<file path="config.mk">
export PLATFORM = sky130hd
export DESIGN_NAME = stream_dot_product_flat
export DESIGN_NICKNAME = d
export VERILOG_FILES = /design/src/rtl/stream_dot_product_if.sv /design/src/rtl/stream_dot_product.sv /design/src/flat_wrapper.sv
export SDC_FILE = /design/constraint.sdc
export NUM_CORES = 2
export LEC_CHECK = 0
export CAP_MARGIN = 15
export CORE_AREA = 2 2 391 315
export DETAILED_ROUTE_END_ITERATION = 8
export DIE_AREA = 0 0 393 317
export GPL_TIMING_DRIVEN = 1
export SETUP_SLACK_MARGIN = 0.4
export SYNTH_ARGS = -nofsm -noshare
export SYNTH_HDL_FRONTEND = slang
export SYNTH_SLANG_ARGS = --single-unit
</file>
<file path="constraint.sdc">
create_clock -name clk -period 16.2 [get_ports clk]
set_clock_uncertainty 0.1 [all_clocks]
set_input_delay 2.43 -clock clk [delete_from_list [all_inputs] [get_ports clk]]
set_output_delay 2.43 -clock clk [all_outputs]
set_load 0.005 [all_outputs]
</file>
<file path="src/rtl/stream_dot_product_if.sv">
// Handshake bundle for stream_dot_product: header, operand-pair and result channels.
// master = streamer/consumer side, slave = dot-product lane.
interface stream_dot_product_if #(
   parameter int LEN_W = 9
);
   logic [LEN_W-1:0] input_len;
   logic [31:0]      input_bias;
   logic             input_hdr_stb;
   logic             input_hdr_ack;
   logic [31:0]      input_a;
   logic [31:0]      input_b;
   logic             input_ab_stb;
   logic             input_ab_ack;
   logic [31:0]      output_z;
   logic             output_z_stb;
   logic             output_z_ack;

   modport master (
      output input_len, input_bias, input_hdr_stb,
      input  input_hdr_ack,
      output input_a, input_b, input_ab_stb,
      input  input_ab_ack,
      input  output_z, output_z_stb,
      output output_z_ack
   );

   modport slave (
      input  input_len, input_bias, input_hdr_stb,
      output input_hdr_ack,
      input  input_a, input_b, input_ab_stb,
      output input_ab_ack,
      output output_z, output_z_stb,
      input  output_z_ack
   );
endinterface

</file>
<file path="src/rtl/stream_dot_product.sv">
// Streaming float32 dot product with bias and optional ReLU, one pair per handshake.
// Ports: clk, rst (sync, active-high), bus (header/pair/result channels), busy.

// Single-precision multiply/add unit with stb/ack handshakes.
// Denormal inputs and results are flushed to signed zero; rounding is nearest-even.
module sdp_fpu #(
   parameter bit IS_ADD = 1'b0
) (
   input  logic        clk,
   input  logic        rst,
   input  logic [31:0] a,
   input  logic        a_stb,
   output logic        a_ack,
   input  logic [31:0] b,
   input  logic        b_stb,
   output logic        b_ack,
   output logic [31:0] z,
   output logic        z_stb,
   input  logic        z_ack
);
   localparam logic [31:0] QNAN = 32'h7FC00000;

   typedef enum logic [1:0] {U_GET, U_CALC, U_PUT} ustate_t;

   ustate_t     st;
   logic [31:0] a_r, b_r, res;
   logic        have_a, have_b;

   function automatic logic is_nan(input logic [31:0] x);
      return (&x[30:23]) && (|x[22:0]);
   endfunction

   function automatic logic is_inf(input logic [31:0] x);
      return (&x[30:23]) && !(|x[22:0]);
   endfunction

   function automatic logic is_zero(input logic [31:0] x);
      return !(|x[30:23]);
   endfunction

   function automatic logic [31:0] rnd_pack(
      input logic              s,
      input logic signed [9:0] e_in,
      input logic [23:0]       r,
      input logic              g,
      input logic              sticky
   );
      logic signed [9:0] e;
      logic [24:0]       rr;
      logic              inc;
      e   = e_in;
      inc = g && (sticky || r[0]);
      rr  = {1'b0, r} + {24'b0, inc};
      if (rr[24]) begin
         rr = rr >> 1;
         e  = e + 10'sd1;
      end
      if (e >= 10'sd255) return {s, 8'hFF, 23'b0};
      if (e <= 10'sd0) return {s, 31'b0};
      return {s, e[7:0], rr[22:0]};
   endfunction

   function automatic logic [31:0] fmul(input logic [31:0] x, input logic [31:0] y);
      logic              s;
      logic [47:0]       m;
      logic signed [9:0] e;
      s = x[31] ^ y[31];
      if (is_nan(x) || is_nan(y)) return QNAN;
      if ((is_inf(x) && is_zero(y)) || (is_zero(x) && is_inf(y))) return QNAN;
      if (is_inf(x) || is_inf(y)) return {s, 8'hFF, 23'b0};
      if (is_zero(x) || is_zero(y)) return {s, 31'b0};
      m = {24'b0, 1'b1, x[22:0]} * {24'b0, 1'b1, y[22:0]};
      e = $signed({2'b0, x[30:23]}) + $signed({2'b0, y[30:23]}) - 10'sd127;
      if (m[47])
         return rnd_pack(s, e + 10'sd1, m[47:24], m[23], |m[22:0]);
      return rnd_pack(s, e, m[46:23], m[22], |m[21:0]);
   endfunction

   function automatic logic [31:0] fadd(input logic [31:0] x, input logic [31:0] y);
      logic [31:0]       big, sml;
      logic [26:0]       mb, ms, msh, mask, v;
      logic [27:0]       sum;
      logic [7:0]        d;
      logic signed [9:0] e;
      logic [4:0]        lz;
      logic              found;
      if (is_nan(x) || is_nan(y)) return QNAN;
      if (is_inf(x) && is_inf(y) && (x[31] != y[31])) return QNAN;
      if (is_inf(x)) return x;
      if (is_inf(y)) return y;
      if (is_zero(x) && is_zero(y)) return {x[31] & y[31], 31'b0};
      if (is_zero(x)) return y;
      if (is_zero(y)) return x;
      if (x[30:0] >= y[30:0]) begin
         big = x;
         sml = y;
      end else begin
         big = y;
         sml = x;
      end
      d  = big[30:23] - sml[30:23];
      mb = {1'b1, big[22:0], 3'b000};
      ms = {1'b1, sml[22:0], 3'b000};
      // Bits shifted out of the small operand collapse into a sticky lsb.
      if (d > 8'd26) begin
         msh = 27'd1;
      end else begin
         mask = ~(27'h7FFFFFF << d);
         msh  = (ms >> d) | {26'b0, |(ms & mask)};
      end
      e = $signed({2'b0, big[30:23]});
      if (big[31] == sml[31]) begin
         sum = {1'b0, mb} + {1'b0, msh};
         if (sum[27]) begin
            v = {sum[27:2], sum[1] | sum[0]};
            e = e + 10'sd1;
         end else begin
            v = sum[26:0];
         end
      end else begin
         v = mb - msh;
         if (v == 27'd0) return 32'h0;
         lz    = 5'd0;
         found = 1'b0;
         for (int i = 26; i >= 0; i--) begin
            if (!found && v[i]) begin
               lz    = 5'(26 - i);
               found = 1'b1;
            end
         end
         v = v << lz;
         e = e - $signed({5'b0, lz});
      end
      return rnd_pack(big[31], e, v[26:3], v[2], v[1] | v[0]);
   endfunction

   if (IS_ADD) begin : g_add
      assign res = fadd(a_r, b_r);
   end else begin : g_mul
      assign res = fmul(a_r, b_r);
   end

   always_ff @(posedge clk) begin
      if (rst) begin
         st     <= U_GET;
         a_ack  <= 1'b0;
         b_ack  <= 1'b0;
         z_stb  <= 1'b0;
         z      <= 32'h0;
         a_r    <= 32'h0;
         b_r    <= 32'h0;
         have_a <= 1'b0;
         have_b <= 1'b0;
      end else begin
         unique case (st)
            U_GET: begin
               if (!have_a) begin
                  if (a_ack && a_stb) begin
                     a_r    <= a;
                     have_a <= 1'b1;
                     a_ack  <= 1'b0;
                  end else begin
                     a_ack <= 1'b1;
                  end
               end
               if (!have_b) begin
                  if (b_ack && b_stb) begin
                     b_r    <= b;
                     have_b <= 1'b1;
                     b_ack  <= 1'b0;
                  end else begin
                     b_ack <= 1'b1;
                  end
               end
               if (have_a && have_b) st <= U_CALC;
            end
            U_CALC: begin
               z  <= res;
               st <= U_PUT;
            end
            U_PUT: begin
               if (!z_stb) begin
                  z_stb <= 1'b1;
               end else if (z_ack) begin
                  z_stb  <= 1'b0;
                  have_a <= 1'b0;
                  have_b <= 1'b0;
                  st     <= U_GET;
               end
            end
            default: st <= U_GET;
         endcase
      end
   end
endmodule

module stream_dot_product #(
   parameter int N_MAX   = 256,
   parameter int LEN_W   = $clog2(N_MAX + 1),
   parameter bit BIAS_EN = 1'b1,
   parameter bit RELU    = 1'b0
) (
   input  logic                 clk,
   input  logic                 rst,
   stream_dot_product_if.slave  bus,
   output logic                 busy
);
   typedef enum logic [2:0] {
      GET_HDR, GET_PAIR, MUL, ADD, PUT_Z
   } state_t;

   state_t           state;
   logic [LEN_W-1:0] len_r, count, len_clamp;
   logic [31:0]      acc, prod, a_r, b_r;
   logic             a_done, b_done;

   logic        mul_a_stb, mul_b_stb, mul_a_ack, mul_b_ack;
   logic        mul_z_stb, mul_z_ack;
   logic [31:0] mul_z;
   logic        add_a_stb, add_b_stb, add_a_ack, add_b_ack;
   logic        add_z_stb, add_z_ack;
   logic [31:0] add_z;

   assign len_clamp = (bus.input_len > LEN_W'(N_MAX)) ?
                      LEN_W'(N_MAX) : bus.input_len;

   sdp_fpu #(.IS_ADD(1'b0)) u_mul (
      .clk   (clk),
      .rst   (rst),
      .a     (a_r),
      .a_stb (mul_a_stb),
      .a_ack (mul_a_ack),
      .b     (b_r),
      .b_stb (mul_b_stb),
      .b_ack (mul_b_ack),
      .z     (mul_z),
      .z_stb (mul_z_stb),
      .z_ack (mul_z_ack)
   );

   sdp_fpu #(.IS_ADD(1'b1)) u_add (
      .clk   (clk),
      .rst   (rst),
      .a     (acc),
      .a_stb (add_a_stb),
      .a_ack (add_a_ack),
      .b     (prod),
      .b_stb (add_b_stb),
      .b_ack (add_b_ack),
      .z     (add_z),
      .z_stb (add_z_stb),
      .z_ack (add_z_ack)
   );

   always_ff @(posedge clk) begin
      if (rst) begin
         state             <= GET_HDR;
         bus.input_hdr_ack <= 1'b0;
         bus.input_ab_ack  <= 1'b0;
         bus.output_z_stb  <= 1'b0;
         bus.output_z      <= 32'h0;
         busy              <= 1'b0;
         len_r             <= '0;
         count             <= '0;
         acc               <= 32'h0;
         prod              <= 32'h0;
         a_r               <= 32'h0;
         b_r               <= 32'h0;
         a_done            <= 1'b0;
         b_done            <= 1'b0;
         mul_a_stb         <= 1'b0;
         mul_b_stb         <= 1'b0;
         mul_z_ack         <= 1'b0;
         add_a_stb         <= 1'b0;
         add_b_stb         <= 1'b0;
         add_z_ack         <= 1'b0;
      end else begin
         unique case (state)
            GET_HDR: begin
               if (!bus.input_hdr_ack) begin
                  bus.input_hdr_ack <= 1'b1;
               end else if (bus.input_hdr_stb) begin
                  bus.input_hdr_ack <= 1'b0;
                  len_r             <= len_clamp;
                  acc               <= BIAS_EN ? bus.input_bias : 32'h0;
                  count             <= '0;
                  busy              <= 1'b1;
                  state <= (len_clamp == '0) ? PUT_Z : GET_PAIR;
               end
            end
            GET_PAIR: begin
               if (!bus.input_ab_ack) begin
                  bus.input_ab_ack <= 1'b1;
               end else if (bus.input_ab_stb) begin
                  bus.input_ab_ack <= 1'b0;
                  a_r              <= bus.input_a;
                  b_r              <= bus.input_b;
                  mul_a_stb        <= 1'b1;
                  mul_b_stb        <= 1'b1;
                  state            <= MUL;
               end
            end
            MUL: begin
               if (mul_a_stb && mul_a_ack) begin
                  mul_a_stb <= 1'b0;
                  a_done    <= 1'b1;
               end
               if (mul_b_stb && mul_b_ack) begin
                  mul_b_stb <= 1'b0;
                  b_done    <= 1'b1;
               end
               if (a_done && b_done) begin
                  if (mul_z_ack && mul_z_stb) begin
                     mul_z_ack <= 1'b0;
                     prod      <= mul_z;
                     a_done    <= 1'b0;
                     b_done    <= 1'b0;
                     add_a_stb <= 1'b1;
                     add_b_stb <= 1'b1;
                     state     <= ADD;
                  end else begin
                     mul_z_ack <= 1'b1;
                  end
               end
            end
            ADD: begin
               if (add_a_stb && add_a_ack) begin
                  add_a_stb <= 1'b0;
                  a_done    <= 1'b1;
               end
               if (add_b_stb && add_b_ack) begin
                  add_b_stb <= 1'b0;
                  b_done    <= 1'b1;
               end
               if (a_done && b_done) begin
                  if (add_z_ack && add_z_stb) begin
                     add_z_ack <= 1'b0;
                     acc       <= add_z;
                     count     <= count + LEN_W'(1);
                     a_done    <= 1'b0;
                     b_done    <= 1'b0;
                     state <= (count + LEN_W'(1) == len_r) ? PUT_Z : GET_PAIR;
                  end else begin
                     add_z_ack <= 1'b1;
                  end
               end
            end
            PUT_Z: begin
               if (!bus.output_z_stb) begin
                  bus.output_z     <= (RELU && acc[31]) ? 32'h0 : acc;
                  bus.output_z_stb <= 1'b1;
               end else if (bus.output_z_ack) begin
                  bus.output_z_stb <= 1'b0;
                  busy             <= 1'b0;
                  state            <= GET_HDR;
               end
            end
            default: state <= GET_HDR;
         endcase
      end
   end
endmodule

</file>
<file path="src/flat_wrapper.sv">
// flat-port wrapper written by rule: the top's interface ports become plain ports
module stream_dot_product_flat 
#(
   parameter int N_MAX   = 256,
   parameter int LEN_W   = $clog2(N_MAX + 1),
   parameter bit BIAS_EN = 1'b1,
   parameter bit RELU    = 1'b0
)
  (clk, rst, busy, bus_input_len, bus_input_bias, bus_input_hdr_stb, bus_input_hdr_ack, bus_input_a, bus_input_b, bus_input_ab_stb, bus_input_ab_ack, bus_output_z, bus_output_z_stb, bus_output_z_ack);
  stream_dot_product_if #(.LEN_W(LEN_W)) bus_i ();
  input  logic clk;
  input  logic rst;
  output logic busy;
  input wire logic [$bits(bus_i.input_len)-1:0] bus_input_len;
  input wire logic [$bits(bus_i.input_bias)-1:0] bus_input_bias;
  input wire logic [$bits(bus_i.input_hdr_stb)-1:0] bus_input_hdr_stb;
  output wire logic [$bits(bus_i.input_hdr_ack)-1:0] bus_input_hdr_ack;
  input wire logic [$bits(bus_i.input_a)-1:0] bus_input_a;
  input wire logic [$bits(bus_i.input_b)-1:0] bus_input_b;
  input wire logic [$bits(bus_i.input_ab_stb)-1:0] bus_input_ab_stb;
  output wire logic [$bits(bus_i.input_ab_ack)-1:0] bus_input_ab_ack;
  output wire logic [$bits(bus_i.output_z)-1:0] bus_output_z;
  output wire logic [$bits(bus_i.output_z_stb)-1:0] bus_output_z_stb;
  input wire logic [$bits(bus_i.output_z_ack)-1:0] bus_output_z_ack;
  assign bus_i.input_len = bus_input_len;
  assign bus_i.input_bias = bus_input_bias;
  assign bus_i.input_hdr_stb = bus_input_hdr_stb;
  assign bus_input_hdr_ack = bus_i.input_hdr_ack;
  assign bus_i.input_a = bus_input_a;
  assign bus_i.input_b = bus_input_b;
  assign bus_i.input_ab_stb = bus_input_ab_stb;
  assign bus_input_ab_ack = bus_i.input_ab_ack;
  assign bus_output_z = bus_i.output_z;
  assign bus_output_z_stb = bus_i.output_z_stb;
  assign bus_i.output_z_ack = bus_output_z_ack;
  stream_dot_product #(.N_MAX(N_MAX), .LEN_W(LEN_W), .BIAS_EN(BIAS_EN), .RELU(RELU)) u_core (.clk(clk), .rst(rst), .bus(bus_i), .busy(busy));
endmodule
</file>
==> Implementation_results.wiki <==
{| class="wikitable"
! Metric !! Value
|-
| Antenna Nets Post-Route || 0
|-
| Layout overhead on the synthesized area || 9.760%
|-
| WP data arrival || 15290 ps
|-
| Vert. Die Dim || between 300 and 400 um
|-
| I/O pin total || 146
|-
| Critical path startpoint category || register
|-
| Avg Vias per Cell || 5.912
|-
| Crit path max fanout || 29
|-
| Type of element capturing the critical path || register
|-
| PnR worst setup slack || ~1300 ps
|-
| Fin crit period || 14880 ps
|-
| Register-to-register setup slack || roughly 1300 ps
|-
| Setup repair after global routing missed its margin || no
|-
| Post-route cell area || between 0.05 and 0.06 sq mm
|-
| Layout cells sized above 1 || a little over 5%
|-
| Number of global-route vias before repair || roughly 43000
|-
| CTS Buffer Depth || 3
|-
| Switching Share || roughly 24%
|-
| Worst path required time || approximately 17000 ps
|-
| Overall die area || between 0.1 and 0.15 sq mm
|-
| Tot GR Track Use || about 30%
|-
| Worst slack at placement || between 1500 and 2000 ps
|-
| Die Width || 393 um
|-
| Yosys synthesis warning count || 0
|-
| Placed wire-length estimate after detailed placement || 147900 um
|-
| Maximum ir drop on the vdd rail || ~0.000073 V
|-
| Primary FF master, synth || dfxtp_1
|-
| PortBufs || about 150
|-
| Pint || between 1.5 and 2 mW
|-
| Share of the cycle needed by the critical path after routing || approximately 90%
|-
| Number of distinct library cells after synthesis || 120
|-
| Power share of the combinational group || 4.8%
|-
| TritonCTS clock tree || done
|-
| Synthesized area || ~0.048 sq mm
|-
| Maximum number of pins on one net before global-route repair || 97
|-
| Utilization of the core after routing || 43.66%
|-
| Max transition margin || between 10 and 15%
|-
| FF/Latch Area || between 0.008 and 0.009 sq mm
|-
| Total area of multi-input combinational cells || between 0.03 and 0.04 sq mm
|-
| Synth Area per Inst || 7.639 sq um
|-
| Min-Delay Path Class || register to register
|-
| Synthesized net count || 7153
|-
| Delay of the slowest cell on the worst path || roughly 670 ps
|-
| Total of flip-flops plus latches after synthesis || approximately 400
|-
| Antenna violations before repair || 8
|-
| Commonest non-fill, non-tap cell in the layout || nand2_1
|-
| Fin Setup TNS || 0 ps
|-
| # placed instances || just under 8000
|-
| Clk sink count || between 300 and 400
|-
| Max-slew violation count || 0
|-
| Part of the total power dissipated in sequential elements || a little over two fifths
|-
| H-tree levels || 2
|-
| Leakage power of the design || about 22 nW
|-
| Placed instance area || slightly above 0.05 sq mm
|-
| TritonCTS Buffers || 47
|-
| Initial detailed-routing violation count || about 5500
|-
| # Max-Cap Violations || 0
|-
| Net Sw Power || around 0.56 mW
|-
| Sum of internal, switching and leakage power || roughly 2.3 mW
|-
| Routed Wire Length || approximately 190000 um
|-
| Number of fill cells || 12360
|-
| Floorplan Core Area || 0.1205 sq mm
|-
| Detailed-route DRC error count || 0
|-
| Max Clock Freq || between 0.06 and 0.07 GHz
|-
| Count of cells along the worst hold path || 2
|-
| Most used cells in the layout excluding fill and tap cells || nand2_1 (1172), inv_1 (666), a21oi_1 (552), fa_1 (485), dfxtp_1 (389)
|-
| Clock input transition at the sequential cells of the worst setup and hold paths || 60 ps
|-
| Non-filler cells in the finished layout || around 7900
|-
| Number of nets at the end of the flow || between 7000 and 8000
|-
| Run status || finished, final reports clean
|-
| Overflow left after global routing || 0
|-
| Tightest Pin Transition || roughly 1300 ps
|-
| Setup Crit Path Kind || register to register
|-
| Share of flip-flops with an asynchronous set or reset || 0%
|-
| Via count || 46550
|-
| Hold Worst Slack || 335.7 ps
|-
| Quantity of hold-fixing buffers added after cts || 0
|-
| Number of iterations in the first detailed-routing pass || 8
|-
| Number of enable-type register cells in the synthesized netlist || 0
|-
| Floorplan row count || around 110
|-
| Library cell used as clock root buffer || clkbuf_16
|-
| CP dominant cell by count || o21ai_0
|-
| Detailed-route wire length per cell || approximately 24 um
|-
| Clock group share of total power || between 50% and 60%
|-
| Reg2reg path depth || 49
|-
| Starting density of the core || ~40%
|-
| Mapped Cells || around 6300
|-
| Power Density || around 44 mW/mm^2
|-
| GP Congestion || 1.028
|-
| Proportion of synthesized chip area in sequential cells || ~17%
|-
| Total of endpoints with negative setup slack in the final report || 0
|-
| Slowest-stage cell, CP || o32a_1
|-
| Number of hold-slack violations in the final timing report || 0
|-
| Wire length of the first global-routing pass || between 200000 and 300000 um
|-
| Clock insertion delay at the later pin of the skew report || 630 ps
|}
==> path summary, 6_finish.rpt <==
path,from,endpoint
setup reg to reg,u_core.u_add.b_r[29],u_core.u_add.z[12]
setup / recovery,u_core.u_add.b_r[29],u_core.u_add.z[12]
hold reg to reg,u_core.u_mul.z[8],u_core.prod[8]
hold / removal,u_core.u_mul.z[8],u_core.prod[8]
==> per-layer routing <==
layer  up-vias  wire length (um)  GRT usage (%)
met3       269             23310          8.157
met5         -                34              0
li1      20970                 -              -
met2      2358             70970          39.74
met4         6              4323          6.383
met1     22950             90480          47.20
==> layout make-up <==
cell class                      instances  share of cell area, %
Antenna cell                            1               0.004755
Clock buffer                           63                  2.618
Clock inverter                         22                 0.6182
Inverter                              675                  4.815
Multi-Input combinational cell       4831                  68.46
Sequential cell                       399                  15.20
Tap cell                             1624                  3.861
Timing Repair Buffer                  258                  4.420
==> cell usage after synthesis, types with 89 or more instances <==
cell type | count | area (sq um)
ha_1 | 282 | 3528
nand2_1 | 1174 | 4407
a21oi_1 | 552 | 2763
and2_1 | 258 | 1614
clkbuf_1 | 316 | 1186
xnor2_1 | 128 | 1121
nor2_1 | 356 | 1336
o21ai_0 | 208 | 1041
inv_1 | 666 | 2500
nand3_1 | 127 | 635.6
dfxtp_1 | 399 | 7988
fa_1 | 485 | 9709
mux2i_1 | 89 | 890.9
nor3_1 | 130 | 650.6
==> power by group through the flow <==
stage          registers (mW)  clock network, mW  logic [mW]
5_1_grt                  1.02               1.24       0.122
3_5_place_dp             1.04                  0       0.110
4_1_cts                  1.02               1.20       0.110
6_report                 1.02               1.19       0.110
3_3_place_gp             1.04                  0       0.108
2_1_floorplan            1.03                  0      0.0618
==> critical path: cells and delay by family, from the launching register on <==
kind | cells | cell delay (ps)
fa+ha+maj | 4 | 1460
flops | 1 | 410
xor+xnor | 1 | 180
compound gates | 30 | 8340
simple gates | 12 | 3390
buf+inv | 2 | 800
==> cells by family (layout without fill, tap and decap cells) <==
family / count (synthesis) / in the layout / share of synthesized area, %
and+or+nand+nor: 2441 / 2441 / 23.66
AOI/OAI and AO/OA: 1328 / 1328 / 17.72
buffers and inverters: 1046 / 1018 / 8.367
adders and majority gates: 768 / 768 / 27.63
DFF: 399 / 399 / 16.66
xor gates and xnor gates: 186 / 186 / 3.398
muxes: 108 / 108 / 2.563
other: 0 / 1 / 0
==> repair_timing <==
item / 4_1_cts / 5_1_grt
buffers inserted: 0 / 0
gates resized for setup: 0 / 2
endpoints found under the setup margin: 0 / 29
(Power assumes the default switching activity.)
